--- src/rtl/serial_add_ctrl.sv ---
// Bit-serial add/subtract sequencer: one shared 1-bit full adder is stepped
// LSB-first across WIDTH clocks behind a start/busy/done handshake.

module serial_add_fa (
  input  logic i_a,
  input  logic i_b,
  input  logic i_c,
  output logic o_s,
  output logic o_c
);
  assign o_s = i_a ^ i_b ^ i_c;
  assign o_c = (i_a & i_b) | (i_a & i_c) | (i_b & i_c);
endmodule

module serial_add_ctrl #(
  parameter int unsigned WIDTH = 16
) (
  input  logic             clk,
  input  logic             reset,
  input  logic             start,
  input  logic             sub,
  input  logic [WIDTH-1:0] a,
  input  logic [WIDTH-1:0] b,
  input  logic             cin,
  output logic             busy,
  output logic             done,
  output logic [WIDTH-1:0] sum,
  output logic             cout,
  output logic             ovf
);
  localparam int unsigned CNT_W = (WIDTH > 1) ? $clog2(WIDTH) : 1;

  typedef enum logic [1:0] {
    S_IDLE = 2'd0,
    S_RUN  = 2'd1,
    S_DONE = 2'd2
  } state_t;

  state_t           r_state;
  logic [WIDTH-1:0] r_opa;
  logic [WIDTH-1:0] r_opb;
  logic [WIDTH-1:0] r_acc;
  logic             r_carry;
  logic [CNT_W-1:0] r_cnt;
  logic             w_s;
  logic             w_c;
  logic [WIDTH-1:0] w_acc_next;

  serial_add_fa u_fa (
    .i_a (r_opa[0]),
    .i_b (r_opb[0]),
    .i_c (r_carry),
    .o_s (w_s),
    .o_c (w_c)
  );

  // Sum bits enter at the MSB so the word is LSB-aligned after WIDTH shifts.
  assign w_acc_next = {w_s, r_acc[WIDTH-1:1]};

  always_ff @(posedge clk) begin
    if (reset) begin
      r_state <= S_IDLE;
      r_opa   <= '0;
      r_opb   <= '0;
      r_acc   <= '0;
      r_carry <= 1'b0;
      r_cnt   <= '0;
      busy    <= 1'b0;
      done    <= 1'b0;
      sum     <= '0;
      cout    <= 1'b0;
      ovf     <= 1'b0;
    end else begin
      unique case (r_state)
        S_IDLE, S_DONE: begin
          done <= 1'b0;
          if (start) begin
            r_opa   <= a;
            r_opb   <= sub ? ~b : b;
            r_carry <= sub ? 1'b1 : cin;
            r_cnt   <= '0;
            busy    <= 1'b1;
            r_state <= S_RUN;
          end else begin
            r_state <= S_IDLE;
          end
        end
        S_RUN: begin
          r_opa   <= r_opa >> 1;
          r_opb   <= r_opb >> 1;
          r_acc   <= w_acc_next;
          r_carry <= w_c;
          r_cnt   <= r_cnt + CNT_W'(1);
          if (r_cnt == CNT_W'(WIDTH - 1)) begin
            // r_carry is still the carry into the MSB on this edge.
            sum     <= w_acc_next;
            cout    <= w_c;
            ovf     <= r_carry ^ w_c;
            busy    <= 1'b0;
            done    <= 1'b1;
            r_state <= S_DONE;
          end
        end
        default: begin
          busy    <= 1'b0;
          done    <= 1'b0;
          r_state <= S_IDLE;
        end
      endcase
    end
  end
endmodule
--- config.mk ---
export PLATFORM = sky130hd
export DESIGN_NAME = serial_add_ctrl
export DESIGN_NICKNAME = d
export VERILOG_FILES = /design/src/rtl/serial_add_ctrl.sv
export SDC_FILE = /design/constraint.sdc
export NUM_CORES = 1
export LEC_CHECK = 0
export ABC_AREA = 1
export CAP_MARGIN = 5
export CORE_UTILIZATION = 52
export DETAILED_ROUTE_END_ITERATION = 12
export GPL_TIMING_DRIVEN = 0
export HOLD_SLACK_MARGIN = 0.05
export PLACE_DENSITY = 0.79
export SLEW_MARGIN = 15
export SYNTH_ARGS = -nofsm -noshare
export SYNTH_HDL_FRONTEND = slang
export SYNTH_SLANG_ARGS = --single-unit
--- constraint.sdc ---
create_clock -name clk -period 1.6 [get_ports clk]
set_input_delay 0.24 -clock clk [delete_from_list [all_inputs] [get_ports clk]]
set_output_delay 0.24 -clock clk [all_outputs]
set_load 0.005 [all_outputs]
### Word level (Yosys, flattened, before mapping)

Cells that the tools add are included.

| storage, ports and cells | value |
|---|---|
| bits in registers | 75 |
| bits in latches | 0 |
| memory bits (writable) | 0 |
| bits in read-only memories | 0 |
| logic and storage cells | 50 |
| memories kept | 0 |

| operators by class | value |
|---|---|
| add/subtract/negate cells | 1 |
| $mul | 0 |
| div/mod/pow operators | 0 |
| $lt $le $gt $ge | 0 |
| equality and inequality tests | 5 |
| shift operators | 0 |
| muxes and demuxes | 16 |
| bitwise gates (word level) | 10 |
| reductions and logical operators | 7 |

Operators with widths:

| kind | number |
|---|---|
| 16-bit one-hot mux with 2 select lines | 2 |
| 16-bit two-way mux | 3 |
| 16-bit NOT | 1 |
| 4-bit one-hot mux with 2 select lines | 1 |
| 2-bit AND reduction | 3 |
| 1-bit two-way mux | 5 |
| 4-bit by 1-bit adder with 4-bit output, second input constant | 1 |
| 4-bit equality test, second input constant | 1 |
| 4-bit two-way mux | 1 |
| 2-bit != test, second input constant | 2 |
| 1-bit one-hot mux with 2 select lines | 2 |
| 2-bit one-hot mux with 2 select lines | 1 |
| 2-bit OR reduction | 2 |
| 1-bit AND | 3 |
| 1-bit bitwise XOR | 3 |
| 2-bit by 1-bit equality test with 1-bit output, second input constant | 1 |
| 2-bit equality test, second input constant | 1 |
| 2-bit zero test | 1 |
| 2-bit two-way mux | 1 |
| 1-bit OR | 2 |
| 2-bit nonzero test | 1 |
| 1-bit NOT | 1 |

### Depth between registers and ports, before layout

| depth | value |
|---|---|
| word-level depth | 4 |
| gate-level depth with buffers | 8 |
| depth with buffers taken out | 7 |

### Hierarchy

From an unflattened synthesis, not the netlist that was laid out.

| second synthesis, totals | value |
|---|---|
| cell total of the unflattened synthesis | 483 |
| area, all modules | 3288.2 µm² |

By module, submodules not included:

| module | times used | cells an instance | area each (µm²) | seq. area each (µm²) |
|---|---|---|---|---|
| serial_add_ctrl | 1 | 482 | 3268.1 | 1481.4 |
| serial_add_fa | 1 | 1 | 20.0 | 0.0 |

### Least setup slack after synthesis

Ideal clock, no wire load.

| timing path | value |
|---|---|
| path kind | register to register |
| from | register r_cnt[0] |
| to | register sum[0] |
| setup time | 0.116 ns |
| data arrival time | 1.144 ns |
| slack | 0.340 ns |
| stages on the path, launching flop included | 8 |
| path buffers | 1 |
| period minus slack after synthesis | 1.260 ns |
| cell sequence | dfxtp_1 > ha_1 > nand3_1 > inv_1 > nand2_2 > buf_2 > nor2_1 > nor2_1 |

| between the ends | value |
|---|---|
| word-level cells in the longest chain between the ends | 2 |

Ends and longest elaborated chain:

| element | RTL line | text |
|---|---|---|
| start, declared | 44 | `logic [CNT_W-1:0] r_cnt;` |
| start signal, assigned | 93 | `r_cnt <= r_cnt + CNT_W'(1);` |
| 4-bit equality test | 94 | `if (r_cnt == CNT_W'(WIDTH - 1)) begin` |
| 2-bit AND reduction (no line) | - |  |
| end signal, assigned | 96 | `sum <= w_acc_next;` |
| end, declared | 27 | `output logic [WIDTH-1:0] sum,` |

No other way between the ends.
A chain may end at the register's enable or synchronous reset.

### Final worst setup path

| timing path | value |
|---|---|
| from | register r_cnt[0] |
| to | register sum[5] |

The elaborated chain is that of the path after synthesis.

==> results.sh <==
export IMPL_dr_pass1_iters=5
export IMPL_place_congestion=0.772
export IMPL_synth_mux_area_share_pct=0
export IMPL_antenna_found_initial=0
export IMPL_stdcell_area_mm2=0.00414
export IMPL_dpl_hpwl_mm=5.22
export IMPL_synth_top_family_by_area="simple AND/OR/NAND/NOR gates"
export IMPL_postRouteAntennaNets=0
export IMPL_hold_path_class="primary input to register"
export IMPL_cp_end_kind="register"
export IMPL_synth_simple_area_share_pct=33.8
export IMPL_fp_row_count=28
export IMPL_crit_fanout=10
export IMPL_timing_final_ws_setup_ns=0.113
export IMPL_cp_start_kind="register"
export IMPL_io_pins=57
export IMPL_setup_viol_count_final=0
export IMPL_cts_tree="done"
export IMPL_final_util_pct=69.0
export IMPL_skew_ns=0.00768
export IMPL_fmaxAchievable_ghz=0.672
export IMPL_drive_gt1_share_pct=8.42
export IMPL_ys_flop_type="dfxtp_1"
export IMPL_cellLeakagePower_nw=1.91
export IMPL_p_per_area_mw_per_mm2=987
export IMPL_ys_top_cells_by_area="dfxtp_1, nand2_1, nand3_1"
export IMPL_worstMarginPinSlew_ns=0.624
export IMPL_drc=0
export IMPL_grt_max_degree=13
export IMPL_drt_iter0_markers=288
export IMPL_yosys_warnings=0
export IMPL_globalRouteTotalUtil_pct=24.1
export IMPL_clock_sinks=74
export IMPL_synth_compound_area_share_pct=8.94
export IMPL_critical_path_class="register to register"
export IMPL_area_growth_pct=26.4
export IMPL_holdBufCountCts=0
export IMPL_final_max_slew_viol_count=0
export IMPL_clkSlewWorstSetupHoldPaths_ns=0.08
export IMPL_final_min_clock_period_ns=1.49
export IMPL_dpl_cell_count=616
export IMPL_vias=3156
export IMPL_synthAdderAreaFrac_pct=0.994
export IMPL_yosys_area_top_type="dfxtp_1"
export IMPL_netlist_area_mm2=0.00327
export IMPL_cts_inserted_buffers=9
export IMPL_die_width_um=81.3
export IMPL_cts_root_buffer="clkbuf_8"
export IMPL_async_flop_share_pct=0
export IMPL_total_power_mw=4.08
export IMPL_syn_area_per_cell_um2=6.72
export IMPL_synth_distinct_cells=23
export IMPL_syn_inst=487
export IMPL_finalNonFillerCells=633
export IMPL_outcome="finished clean"
export IMPL_synthesis_nets=526
export IMPL_die_area_mm2=0.00662
export IMPL_fin_nets=593
export IMPL_grt_overflow_total=0
export IMPL_wl_mm=7.45
export IMPL_cap_violations=0
export IMPL_hold_violations=0
export IMPL_clkLatencyLatePin_ns=0.34
export IMPL_ir_drop_uv=658
export IMPL_via_per_inst=4.99
export IMPL_synth_xor_area_share_pct=0.268
export IMPL_clockBufferDepth=2
export IMPL_io_buffers=54
export IMPL_cp_data_required_time_ns=1.81
export IMPL_seq_area_frac_synth_pct=45.3
export IMPL_synth_seq_cells=74
export IMPL_grt_pass1_wl_mm=12.2
export IMPL_diodes=0
export IMPL_grt_setup_unrepaired="false"
export IMPL_wl_per_cell_um=11.8
export IMPL_fp_dieH_um=81.3
export IMPL_place_ws_ns=-0.202
export IMPL_htree_levels=3
export IMPL_post_dp_cell_area_mm2=0.00391
export IMPL_grt_pass1_vias=2815
export IMPL_fillers=514
export IMPL_finalCritPeriodShare_pct=93.0
export IMPL_core_area_mm2=0.00599
export IMPL_synth_edf_count=0
export IMPL_synth_top_area_share_pct=45.3
export IMPL_relSlewSlack_pct=58.4
export IMPL_start_util_pct=54.6
export IMPL_crit_arrival_ns=1.69
[report_power, final]
part	switching, mW	total (mW)	internal, mW
Clock	0.667	1.53	0.860
Sequential	0.0640	2.01	1.94
Combinational	0.313	0.547	0.234
[critical path: stages, from the launching register on]
cell and delay (ns):
dfxtp_1 0.40, ha_1 0.23, nand3_2 0.13, inv_1 0.10, nand2_2 0.13, clkbuf_4 0.23
nand2_1 0.08, a21oi_1 0.05
[final cells by class]
class                   instances  area [um^2]  area share (%)
plain buffers                  26          141            3.42
inverters                      56          213            5.14
repair buffers                 56          556            13.4
flip-flops and latches         74         1480            35.8
well taps                      75         93.8            2.27
multi-input cells             331         1450            34.9
clock buffers                   9          124            2.99
clock inverters                 6         82.6            2.00
[per-layer routing]
layer  vias to the layer above  part of all wire [%]  routed length, um  global-route usage, %
met5                         -                     0                  0                      0
met4                         0                   1.4                105                   10.2
met3                         9                   4.3                319                   3.93
met2                        63                    48               3560                   40.3
met1                      1449                    47               3470                   30.4
li1                       1635                     -                  -                      -
[layout by cell type, fill, tap and decap left out]
cell type        count
a211oi_1             1
a21oi_1             39
buf_1                1
buf_2               14
buf_4                4
buf_6                2
bufinv_16            2
clkbuf_1             6
clkbuf_4             1
clkbuf_8             9
clkdlybuf4s50_1     54
clkinv_2             3
clkinvlp_4           1
dfxtp_1             74
fa_1                 1
ha_1                 1
inv_1               54
inv_2                1
inv_4                1
nand2_1            180
nand2_2              3
nand2_4              1
nand3_1             45
nand3_2              1
nor2_1              36
nor2_2               1
nor2_4               2
o21ai_0             18
or2_2                1
xnor2_1              1
[registers in the layout, indices dropped and copies added (netlist names)]
signal	count
busy	1
r_opa	16
r_cnt	4
r_carry	1
r_acc	15
cout	1
r_opb	16
r_state	2
ovf	1
done	1
sum	16
[path summary, 6_finish.rpt]
path / start / endpoint / slack, ns / depth (start not counted)
max: r_cnt[0] / sum[5] / 0.11 / 7
min: reset / r_opa[1] / 0.20 / 2
max reg2reg: r_cnt[0] / sum[5] / 0.11 / 7
min reg2reg: r_opa[14] / r_opa[14] / 0.46 / 2
[cells by family after synthesis]
| logic type | after synthesis |
|---|---|
| simple gates | 270 |
| fa+ha+maj | 2 |
| flops | 74 |
| compound gates | 58 |
| buf+inv | 82 |
| xor+xnor | 1 |
[cells in the mapped netlist, types with 2 or more instances]
cell      count
a21oi_1      39
buf_2        15
buf_4         2
buf_6         2
clkbuf_1      6
dfxtp_1      74
inv_1        54
nand2_1     180
nand2_2       3
nand3_1      46
nor2_1       36
nor2_4        2
o21ai_0      18
[what timing repair did]
item,4_1_cts,5_1_grt
buffers inserted,0,2
gates resized for setup,0,2
setup endpoints to repair,0,11
[through the flow]
| stage | setup TNS [ns] | hold WS [ns] |
|---|---|---|
| after global placement | -3.45 | 0.447 |
| after global routing | 0 | 0.210 |
| after CTS | 0 | 0.188 |
| after detailed placement | -4.69 | 0.454 |
| after floorplan | 0 | 0.388 |
| final | 0 | 0.199 |
Power figures use the tool's default switching activity.
